===== src/rtl/pc_pkg.sv =====
// Shared types and defaults for the IF-stage program-counter unit.
package pc_pkg;

  localparam int unsigned STALL_W         = 6;
  localparam int unsigned DEF_ADDR_W      = 32;
  localparam logic [31:0] DEF_RESET_VEC   = 32'h0000_0000;
  localparam int unsigned DEF_INSTR_BYTES = 4;

  typedef enum logic [1:0] {
    BOOT = 2'd0,
    RUN  = 2'd1,
    HOLD = 2'd2
  } pc_state_t;

  typedef enum logic [2:0] {
    SEL_FLUSH  = 3'd0,
    SEL_BRANCH = 3'd1,
    SEL_PEND   = 3'd2,
    SEL_SEQ    = 3'd3,
    SEL_HOLD   = 3'd4
  } pc_sel_t;

endpackage


===== src/rtl/pc_if.sv =====
// Fetch-side bus between the PC unit and its neighbours (ID, CP0, imem).
interface pc_if #(
  parameter int unsigned ADDR_W = 32
);

  logic [pc_pkg::STALL_W-1:0] stall;
  logic                       ifAck_i;
  logic                       branchEnable_i;
  logic [ADDR_W-1:0]          branchAddr_i;
  logic                       flush_i;
  logic [ADDR_W-1:0]          flushAddr_i;
  logic [ADDR_W-1:0]          pc_o;
  logic                       ifReq_o;
  logic                       pendValid_o;
  logic                       misalign_o;

  modport master (
    input  stall, ifAck_i, branchEnable_i, branchAddr_i, flush_i, flushAddr_i,
    output pc_o, ifReq_o, pendValid_o, misalign_o
  );

  modport slave (
    output stall, ifAck_i, branchEnable_i, branchAddr_i, flush_i, flushAddr_i,
    input  pc_o, ifReq_o, pendValid_o, misalign_o
  );

endinterface


===== src/rtl/pc_next_sel.sv =====
// Next-PC priority encoder: flush > branch > pending > sequential > hold.
module pc_next_sel
  import pc_pkg::*;
#(
  parameter int unsigned ADDR_W      = DEF_ADDR_W,
  parameter int unsigned INSTR_BYTES = DEF_INSTR_BYTES
) (
  input  pc_state_t         state,
  input  logic [ADDR_W-1:0] pc,
  input  logic              pend_valid,
  input  logic [ADDR_W-1:0] pend_addr,
  input  logic              stall_if,
  input  logic              ack,
  input  logic              branch_en,
  input  logic [ADDR_W-1:0] branch_addr,
  input  logic              flush,
  input  logic [ADDR_W-1:0] flush_addr,
  output pc_sel_t           sel_c,
  output logic [ADDR_W-1:0] next_pc_c
);

  // The first edge out of BOOT honours only a flush.
  always_comb begin
    sel_c = SEL_HOLD;
    if (flush) begin
      sel_c = SEL_FLUSH;
    end else if (state != BOOT && !stall_if) begin
      if (branch_en)       sel_c = SEL_BRANCH;
      else if (pend_valid) sel_c = SEL_PEND;
      else if (ack)        sel_c = SEL_SEQ;
    end
  end

  always_comb begin
    next_pc_c = pc;
    case (sel_c)
      SEL_FLUSH:  next_pc_c = flush_addr;
      SEL_BRANCH: next_pc_c = branch_addr;
      SEL_PEND:   next_pc_c = pend_addr;
      SEL_SEQ:    next_pc_c = pc + ADDR_W'(INSTR_BYTES);
      default:    next_pc_c = pc;
    endcase
  end

endmodule


===== src/rtl/pc_unit.sv =====
// IF-stage program counter with fetch handshake, flush and a held redirect
// for branches that resolve while IF is stalled.
module pc_unit
  import pc_pkg::*;
#(
  parameter int unsigned       ADDR_W      = DEF_ADDR_W,
  parameter logic [ADDR_W-1:0] RESET_VEC   = ADDR_W'(DEF_RESET_VEC),
  parameter int unsigned       INSTR_BYTES = DEF_INSTR_BYTES
) (
  input logic   clk,
  input logic   rst_n,
  pc_if.master  bus
);

  pc_state_t         state_q, state_d;
  logic [ADDR_W-1:0] pc_q, pc_d;
  logic [ADDR_W-1:0] pend_addr_q, pend_addr_d;
  logic              pend_valid_q, pend_valid_d;
  logic              req_q, req_d;
  logic              mis_q, mis_d;
  pc_sel_t           sel_c;
  logic [ADDR_W-1:0] next_pc_c;
  logic              stall_if;
  logic              stall_unused;

  assign stall_if     = bus.stall[0];
  assign stall_unused = ^bus.stall[STALL_W-1:1];

  pc_next_sel #(
    .ADDR_W      (ADDR_W),
    .INSTR_BYTES (INSTR_BYTES)
  ) u_next_sel (
    .state       (state_q),
    .pc          (pc_q),
    .pend_valid  (pend_valid_q),
    .pend_addr   (pend_addr_q),
    .stall_if    (stall_if),
    .ack         (bus.ifAck_i),
    .branch_en   (bus.branchEnable_i),
    .branch_addr (bus.branchAddr_i),
    .flush       (bus.flush_i),
    .flush_addr  (bus.flushAddr_i),
    .sel_c       (sel_c),
    .next_pc_c   (next_pc_c)
  );

  // Next state, pending-redirect capture and output decode.
  always_comb begin
    state_d      = state_q;
    pc_d         = next_pc_c;
    pend_addr_d  = pend_addr_q;
    pend_valid_d = pend_valid_q;
    case (state_q)
      BOOT: state_d = RUN;
      RUN, HOLD: begin
        if (sel_c == SEL_FLUSH || sel_c == SEL_BRANCH || sel_c == SEL_PEND) begin
          pend_valid_d = 1'b0;
          state_d      = RUN;
        end else if (bus.branchEnable_i && stall_if) begin
          // Last branch seen under stall wins.
          pend_addr_d  = bus.branchAddr_i;
          pend_valid_d = 1'b1;
          state_d      = HOLD;
        end
      end
      default: state_d = BOOT;
    endcase
    req_d = (state_d != BOOT);
    mis_d = req_d && (pc_d[1:0] != 2'b00);
  end

  always_ff @(posedge clk or negedge rst_n) begin
    if (!rst_n) begin
      state_q      <= BOOT;
      pc_q         <= RESET_VEC;
      pend_addr_q  <= '0;
      pend_valid_q <= 1'b0;
      req_q        <= 1'b0;
      mis_q        <= 1'b0;
    end else begin
      state_q      <= state_d;
      pc_q         <= pc_d;
      pend_addr_q  <= pend_addr_d;
      pend_valid_q <= pend_valid_d;
      req_q        <= req_d;
      mis_q        <= mis_d;
    end
  end

  assign bus.pc_o        = pc_q;
  assign bus.ifReq_o     = req_q;
  assign bus.pendValid_o = pend_valid_q;
  assign bus.misalign_o  = mis_q;

endmodule


===== src/flat_wrapper.sv =====
// flat-port wrapper written by rule: the top's interface ports become plain ports
module pc_unit_flat import pc_pkg::*;
#(
  parameter int unsigned       ADDR_W      = DEF_ADDR_W,
  parameter logic [ADDR_W-1:0] RESET_VEC   = ADDR_W'(DEF_RESET_VEC),
  parameter int unsigned       INSTR_BYTES = DEF_INSTR_BYTES
)
  (clk, rst_n, bus_stall, bus_ifAck_i, bus_branchEnable_i, bus_branchAddr_i, bus_flush_i, bus_flushAddr_i, bus_pc_o, bus_ifReq_o, bus_pendValid_o, bus_misalign_o);
  pc_if #(.ADDR_W(ADDR_W)) bus_i ();
  input logic clk;
  input logic rst_n;
  input wire logic [$bits(bus_i.stall)-1:0] bus_stall;
  input wire logic [$bits(bus_i.ifAck_i)-1:0] bus_ifAck_i;
  input wire logic [$bits(bus_i.branchEnable_i)-1:0] bus_branchEnable_i;
  input wire logic [$bits(bus_i.branchAddr_i)-1:0] bus_branchAddr_i;
  input wire logic [$bits(bus_i.flush_i)-1:0] bus_flush_i;
  input wire logic [$bits(bus_i.flushAddr_i)-1:0] bus_flushAddr_i;
  output wire logic [$bits(bus_i.pc_o)-1:0] bus_pc_o;
  output wire logic [$bits(bus_i.ifReq_o)-1:0] bus_ifReq_o;
  output wire logic [$bits(bus_i.pendValid_o)-1:0] bus_pendValid_o;
  output wire logic [$bits(bus_i.misalign_o)-1:0] bus_misalign_o;
  assign bus_i.stall = bus_stall;
  assign bus_i.ifAck_i = bus_ifAck_i;
  assign bus_i.branchEnable_i = bus_branchEnable_i;
  assign bus_i.branchAddr_i = bus_branchAddr_i;
  assign bus_i.flush_i = bus_flush_i;
  assign bus_i.flushAddr_i = bus_flushAddr_i;
  assign bus_pc_o = bus_i.pc_o;
  assign bus_ifReq_o = bus_i.ifReq_o;
  assign bus_pendValid_o = bus_i.pendValid_o;
  assign bus_misalign_o = bus_i.misalign_o;
  pc_unit #(.ADDR_W(ADDR_W), .RESET_VEC(RESET_VEC), .INSTR_BYTES(INSTR_BYTES)) u_core (.clk(clk), .rst_n(rst_n), .bus(bus_i));
endmodule

===== config.mk =====
export PLATFORM = sky130hd
export DESIGN_NAME = pc_unit_flat
export DESIGN_NICKNAME = d
export VERILOG_FILES = /design/src/rtl/pc_pkg.sv /design/src/rtl/pc_if.sv /design/src/rtl/pc_next_sel.sv /design/src/rtl/pc_unit.sv /design/src/flat_wrapper.sv
export SDC_FILE = /design/constraint.sdc
export NUM_CORES = 1
export LEC_CHECK = 0
export ABC_AREA = 1
export BUFFER_PORTS_ARGS = -buffer_cell sky130_fd_sc_hd__buf_2
export CAP_MARGIN = 5
export CORE_AREA = 2 2 136 138
export CTS_BUF_LIST = sky130_fd_sc_hd__clkbuf_16
export CTS_CLUSTER_DIAMETER = 80
export DETAILED_ROUTE_END_ITERATION = 8
export DIE_AREA = 0 0 138 140
export GPL_TIMING_DRIVEN = 0
export PLACE_DENSITY = 0.49
export SYNTH_ARGS = -nofsm -noshare
export SYNTH_HDL_FRONTEND = slang
export SYNTH_SLANG_ARGS = --single-unit

===== constraint.sdc =====
create_clock -name clk -period 4.22 [get_ports clk]
set_clock_uncertainty 0.2 [all_clocks]
set_input_delay 0.844 -clock clk [delete_from_list [all_inputs] [get_ports clk]]
set_output_delay 0.844 -clock clk [all_outputs]
set_load 0.02 [all_outputs]

# After elaboration in Yosys (flattened, before gate mapping)
# Index checks and enable logic that the tools add are counted.
# op_classes
muxes,11
add_sub_neg,1
n_reduce_logical,16
n_eq_ne,5
bitwise_logic,1
# ops
op,n
$pmux W32 S4,1
$add A32 B3 Y32 const B,1
$mux W3,5
$reduce_bool A2 Y1,4
$eq A3 B2 Y1 const B,2
$mux W2,2
$pmux W2 S2,1
$reduce_bool A4 Y1,1
$eq A3 B1 Y1 const B,1
$logic_and A1 B1 Y1,3
$logic_not A3 Y1,1
$reduce_and A3 Y1,1
$eq A2 B1 Y1 const B,1
$eq A2 B2 Y1 const B,1
$logic_not A2 Y1,1
$logic_or A1 B1 Y1,2
$mux W1,2
$reduce_and A2 Y1,1
$reduce_or A2 Y1,1
$logic_not A1 Y1,1
$not A1 Y1,1
# totals
inputBits,75
register_bits,69

# Logic depth before layout (Yosys ltp)
# logic_depth
word_depth,12
mapped_depth,10

# Hierarchy
# A second synthesis with hierarchy kept.
# hier_totals
hier_cells,632
hier_area_um2,4413.0
# by_module_without_submodules
module,n_inst,area_per_inst_um2,seq_area_each_um2,cells_each
pc_unit,1,2389.8,1726.7,203
pc_next_sel,1,2023.2,0.0,429

# Least setup slack after synthesis
# OpenSTA, ideal clock, no wires.
# synth_timing
path_type,in2reg
from,input bus_flush_i
to,register u_core.pend_addr_q[17]
path_stages,8
arrival_ps,1902
t_required_ps,3903
setup_slack_ps,2001
setup_ps,117
path_cell_list,buf_4 > a21oi_1 > o21ai_4 > or2_1 > buf_6 > buf_8 > nand2_2 > o21ai_2
# synth_via
elab_chain_cells,6
elab_cells_between_ends,8
cone_classes,eq/ne: 2; mux: 1; bitwise: 1; reduce/logical: 4
# synth_rtl
element,line,rtl
from (decl),flat_wrapper.sv:16,input wire logic [$bits(bus_i.flush_i)-1:0] bus_flush_i;
$mux W3 *,pc_next_sel.sv:25,if (flush) begin
$eq A3 B1 Y1 or $logic_not A3 Y1 (tied branches),pc_unit.sv:56,if (sel_c == SEL_FLUSH || sel_c == SEL_BRANCH || sel_c == SEL_PEND) begin
$logic_or A1 B1 Y1,pc_unit.sv:56,
$logic_or A1 B1 Y1 *,pc_unit.sv:56,
$not A1 Y1 (no line) *,n/a,
$reduce_and A3 Y1 (no line) *,n/a,
to (signal assigned),pc_unit.sv:83,pend_addr_q <= pend_addr_d;
to (decl),pc_unit.sv:17,"logic [ADDR_W-1:0] pend_addr_q, pend_addr_d;"
# Mark *: on every way between the ends. The rest lies on a longest branch, timed or not.
# A chain may end at the register's enable or synchronous reset.

# Worst setup path in the final report
# layout_timing
from,register u_core.state_q[0]
to,register u_core.pc_q[12] (netlist: u_core.bus.pc_o[12])
# layout_via
elab_chain_cells,6
elab_cells_between_ends,10
cone_classes,eq/ne: 3; mux: 3; reduce/logical: 4
# layout_rtl
element,line,rtl
from (decl),pc_unit.sv:15,"pc_state_t state_q, state_d;"
from (signal assigned),pc_unit.sv:81,state_q <= state_d;
$reduce_bool A2 Y1 *,pc_next_sel.sv:27,end else if (state != BOOT && !stall_if) begin
$logic_and A1 B1 Y1 *,pc_next_sel.sv:27,
$mux W3 *,pc_next_sel.sv:27,
$mux W3 *,pc_next_sel.sv:25,
$eq A3 B2 Y1 (tied with other cells),pc_next_sel.sv:36,case (sel_c)
$pmux W32 S4 or $reduce_bool A4 Y1 (tied branches),n/a,
to (signal assigned),pc_unit.sv:82,pc_q <= pc_d;
to (decl),pc_unit.sv:16,"logic [ADDR_W-1:0] pc_q, pc_d;"
# Marks and branches as above.

==> run summary <==
CTS clk-pin slew, worst paths = 0.06 ns
area occupied by multi-input gates = 2212 µm²
Buffers on Ports = 103
DR vias/cell = 4.525
global route total overflow = 0
first-pass GRT wire length = 22.99 mm
register area = 1727 µm²
register area share after synthesis = 0.3946
crit path time final = 2.376 ns
non-filler cells, final = 942
endpoints failing hold = 0
drt first pass iters = 5
Critical Path End = u_core.bus.pc_o[12]
pwr/cell area = 478.2 nW/µm²
Die Ht = 140 µm
Setup Buffers After CTS = 0
initial antenna violation count = 0
EDFF count, synth = 0
CP max FO = 10
slowest cell delay on critical path = 0.53 ns
status = finished clean
Setup CP Type = flip-flop to flip-flop
worst skew pair latency = 0.34 ns
clock sink total = 69
Area Overhead vs Synth = 24.71%
GPL Wtd Cong = 0.8685
Slew @ Worst Pin = 0.7459 ns
Crit path depth = 8
Max rail drop VDD = 0.1977 mV
Mapped Area = 4375 µm²
vias in the first global route = 4092
Yosys cell types = 35
CTS buffer count = 9
post-placement cell count = 927
Worst Hold Class = input port to asynchronous set/reset pin
Comb pwr share = 0.320
ANT cells = 0
crit path launch = u_core.state_q[0]
GRT Total Usage = 0.1540
# DRC = 0
endpoints failing setup = 0
Post-DP HPWL = 11.23 mm
CP top delay family = simple AND/OR/NAND/NOR gates
Int Power = 0.001615 W
Placeable Area = 17780 µm²
R2R cell count = 8
P_sw = 0.0009946 W
Worst Path Required = 4.29 ns
Max Slew Vio Count = 0
Post-synth ARST share = 1.000
Setup TNS Final = 0 ns
CTS tree = done
Post-synth top cells = nand2_1 (170), inv_1 (71), dfrtp_1 (69)
RSZ-0062 raised after global routing = false
WL/cell = 15.60 µm
Max H-tree Level = 3
CP startpoint kind = flip-flop
Max-Cap Viols = 0
WHS = 0.2422 ns
Core Rows = 49
root buffer cell = clkbuf_16
Die W = 138 µm
Synthesis Warnings = 0
Clock power frac = 0.258
Slowest-stage cell, CP = clkbuf_1
critical path, cell by cell = inv_1 > ha_1 > nor2_2 > nand3_2 > nor2_1 > clkbuf_1 > nand2_1 > nand4_1
fin nets = 788
Post-Synthesis Cells = 594
Vias = 4263
hold buffers post-CTS = 0
Sw Ratio = 0.3812
crit end category = flip-flop
CP bufs+invs = 2
r2r startpoint = u_core.state_q[0]
syn nets = 673
layout cells sized above 1 = 0.2847
Seq pwr share = 0.422
die footprint = 19320 µm²
fmax = 0.4209 GHz
synthesized area per cell = 7.366 µm²
Initial DRC Count = 241
leading area contributor after synthesis = dfrtp_1
main area contributors after synthesis = dfrtp_1 (39%), nand2_1 (15%), nand3_1 (6.4%)
CP arrival = 2.45 ns
FF+latch count, synth = 69
Post-CTS Resized = 0
period utilisation layout = 0.5630
Final Util = 0.3069
Final ANT Viol Nets = 0
leakage = 2.651 nW
Starting Density = 0.2461
Worst slew margin = 0.5028
routed wire length = 14.70 mm
Top FF cell, synth = dfrtp_1
R2R Path End = u_core.bus.pc_o[12]
Longest Clk Path Bufs = 2
most frequent cell after synthesis = nand2_1
largest net degree at the start of global routing = 43
# IOs = 110
reg-to-reg slack, setup = 1.84 ns
number of fill cells = 2027
post-synth top area share = 0.3946
==> registers in the layout (all words and copies together), names as in the netlist <==
signal / count
u_core.bus.pc_o: 32
u_core.pend_addr_q: 32
u_core.state_q: 2
u_core.bus.ifReq_o: 1
u_core.bus.misalign_o: 1
u_core.bus.pendValid_o: 1
==> cell type report <==
class | count | area share
plain buffers | 23 | 0.02981
clock buffers | 9 | 0.04127
clock inverters | 6 | 0.004357
inverters | 73 | 0.05022
multi-input cells | 429 | 0.4054
flip-flops and latches | 69 | 0.3164
well taps | 229 | 0.05251
repair buffers | 104 | 0.09998
==> kinds of logic after synthesis <==
group                    count (synthesis)  synth area share
AND/OR/NAND/NOR                        339            0.3477
buffers and inverters                   96           0.09980
XOR/XNOR                                 1          0.002002
adder cells (fa/ha/maj)                  4           0.01144
flip-flops                              69            0.3946
AO/OA/AOI/OAI                           85            0.1444
==> cells in the final DEF, fill, tap and decap left out, types with 2 or more instances in the layout <==
cell type,synthesis,layout
clkbuf_1,8,8
buf_6,4,4
nand4_1,23,23
nand2_2,28,28
nor2_1,45,45
o211ai_1,3,3
buf_2,7,109
a22oi_1,19,19
o21ai_0,6,6
a21oi_1,17,17
o21ai_2,32,32
clkbuf_16,0,9
nand3_1,56,56
or2_2,7,7
nand2_1,170,170
clkinv_1,1,4
buf_8,3,3
dfrtp_1,69,69
inv_1,71,73
ha_1,4,4
o21bai_1,3,3
nor3_1,4,4
buf_4,1,2
==> worst min-delay path by stage <==
stage	from	endpoint	cells past startpoint
after detailed placement	u_core.pend_addr_q[31]	u_core.pend_addr_q[31]	2
after global routing	rst_n	u_core.bus.pc_o[23]	1
after global placement	u_core.pend_addr_q[3]	u_core.pend_addr_q[3]	2
final	rst_n	u_core.bus.pc_o[24]	1
after floorplan	u_core.pend_addr_q[1]	u_core.pend_addr_q[1]	2
after CTS	rst_n	u_core.bus.pc_o[24]	1
==> stage by stage <==
| step | total power, W | setup WS, ns | instance area [µm²] |
|---|---|---|---|
| floorplan | 0.001662 | 2.001 | 4375 |
| global placement | 0.001941 | 1.511 | 5177 |
| detailed placement | 0.001955 | 1.509 | 5207 |
| CTS | 0.002638 | 1.800 | 5456 |
| global route | 0.002787 | 1.615 | 5456 |
| finish | 0.002609 | 1.844 | 5456 |
==> per-layer routing <==
layer  share of wire  vias up  routed length [µm]  track usage
met5               0        -                   0            0
met2            0.46      104                6823       0.2486
met4           0.012        0                 175      0.04135
met3           0.054       11                 791      0.03897
met1            0.47     1988                6907       0.2060
li1                -     2160                   -            -
==> power groups by stage <==
| stage | registers (W) | clock network (W) | logic (W) |
|---|---|---|---|
| 2_1_floorplan | 0.00115 | 0 | 0.000513 |
| 3_3_place_gp | 0.00111 | 0 | 0.000833 |
| 3_5_place_dp | 0.00111 | 0 | 0.000844 |
| 4_1_cts | 0.00110 | 0.000689 | 0.000847 |
| 5_1_grt | 0.00114 | 0.000711 | 0.000937 |
| 6_report | 0.00110 | 0.000673 | 0.000835 |
Note: power is estimated with default switching activity, not from simulation.
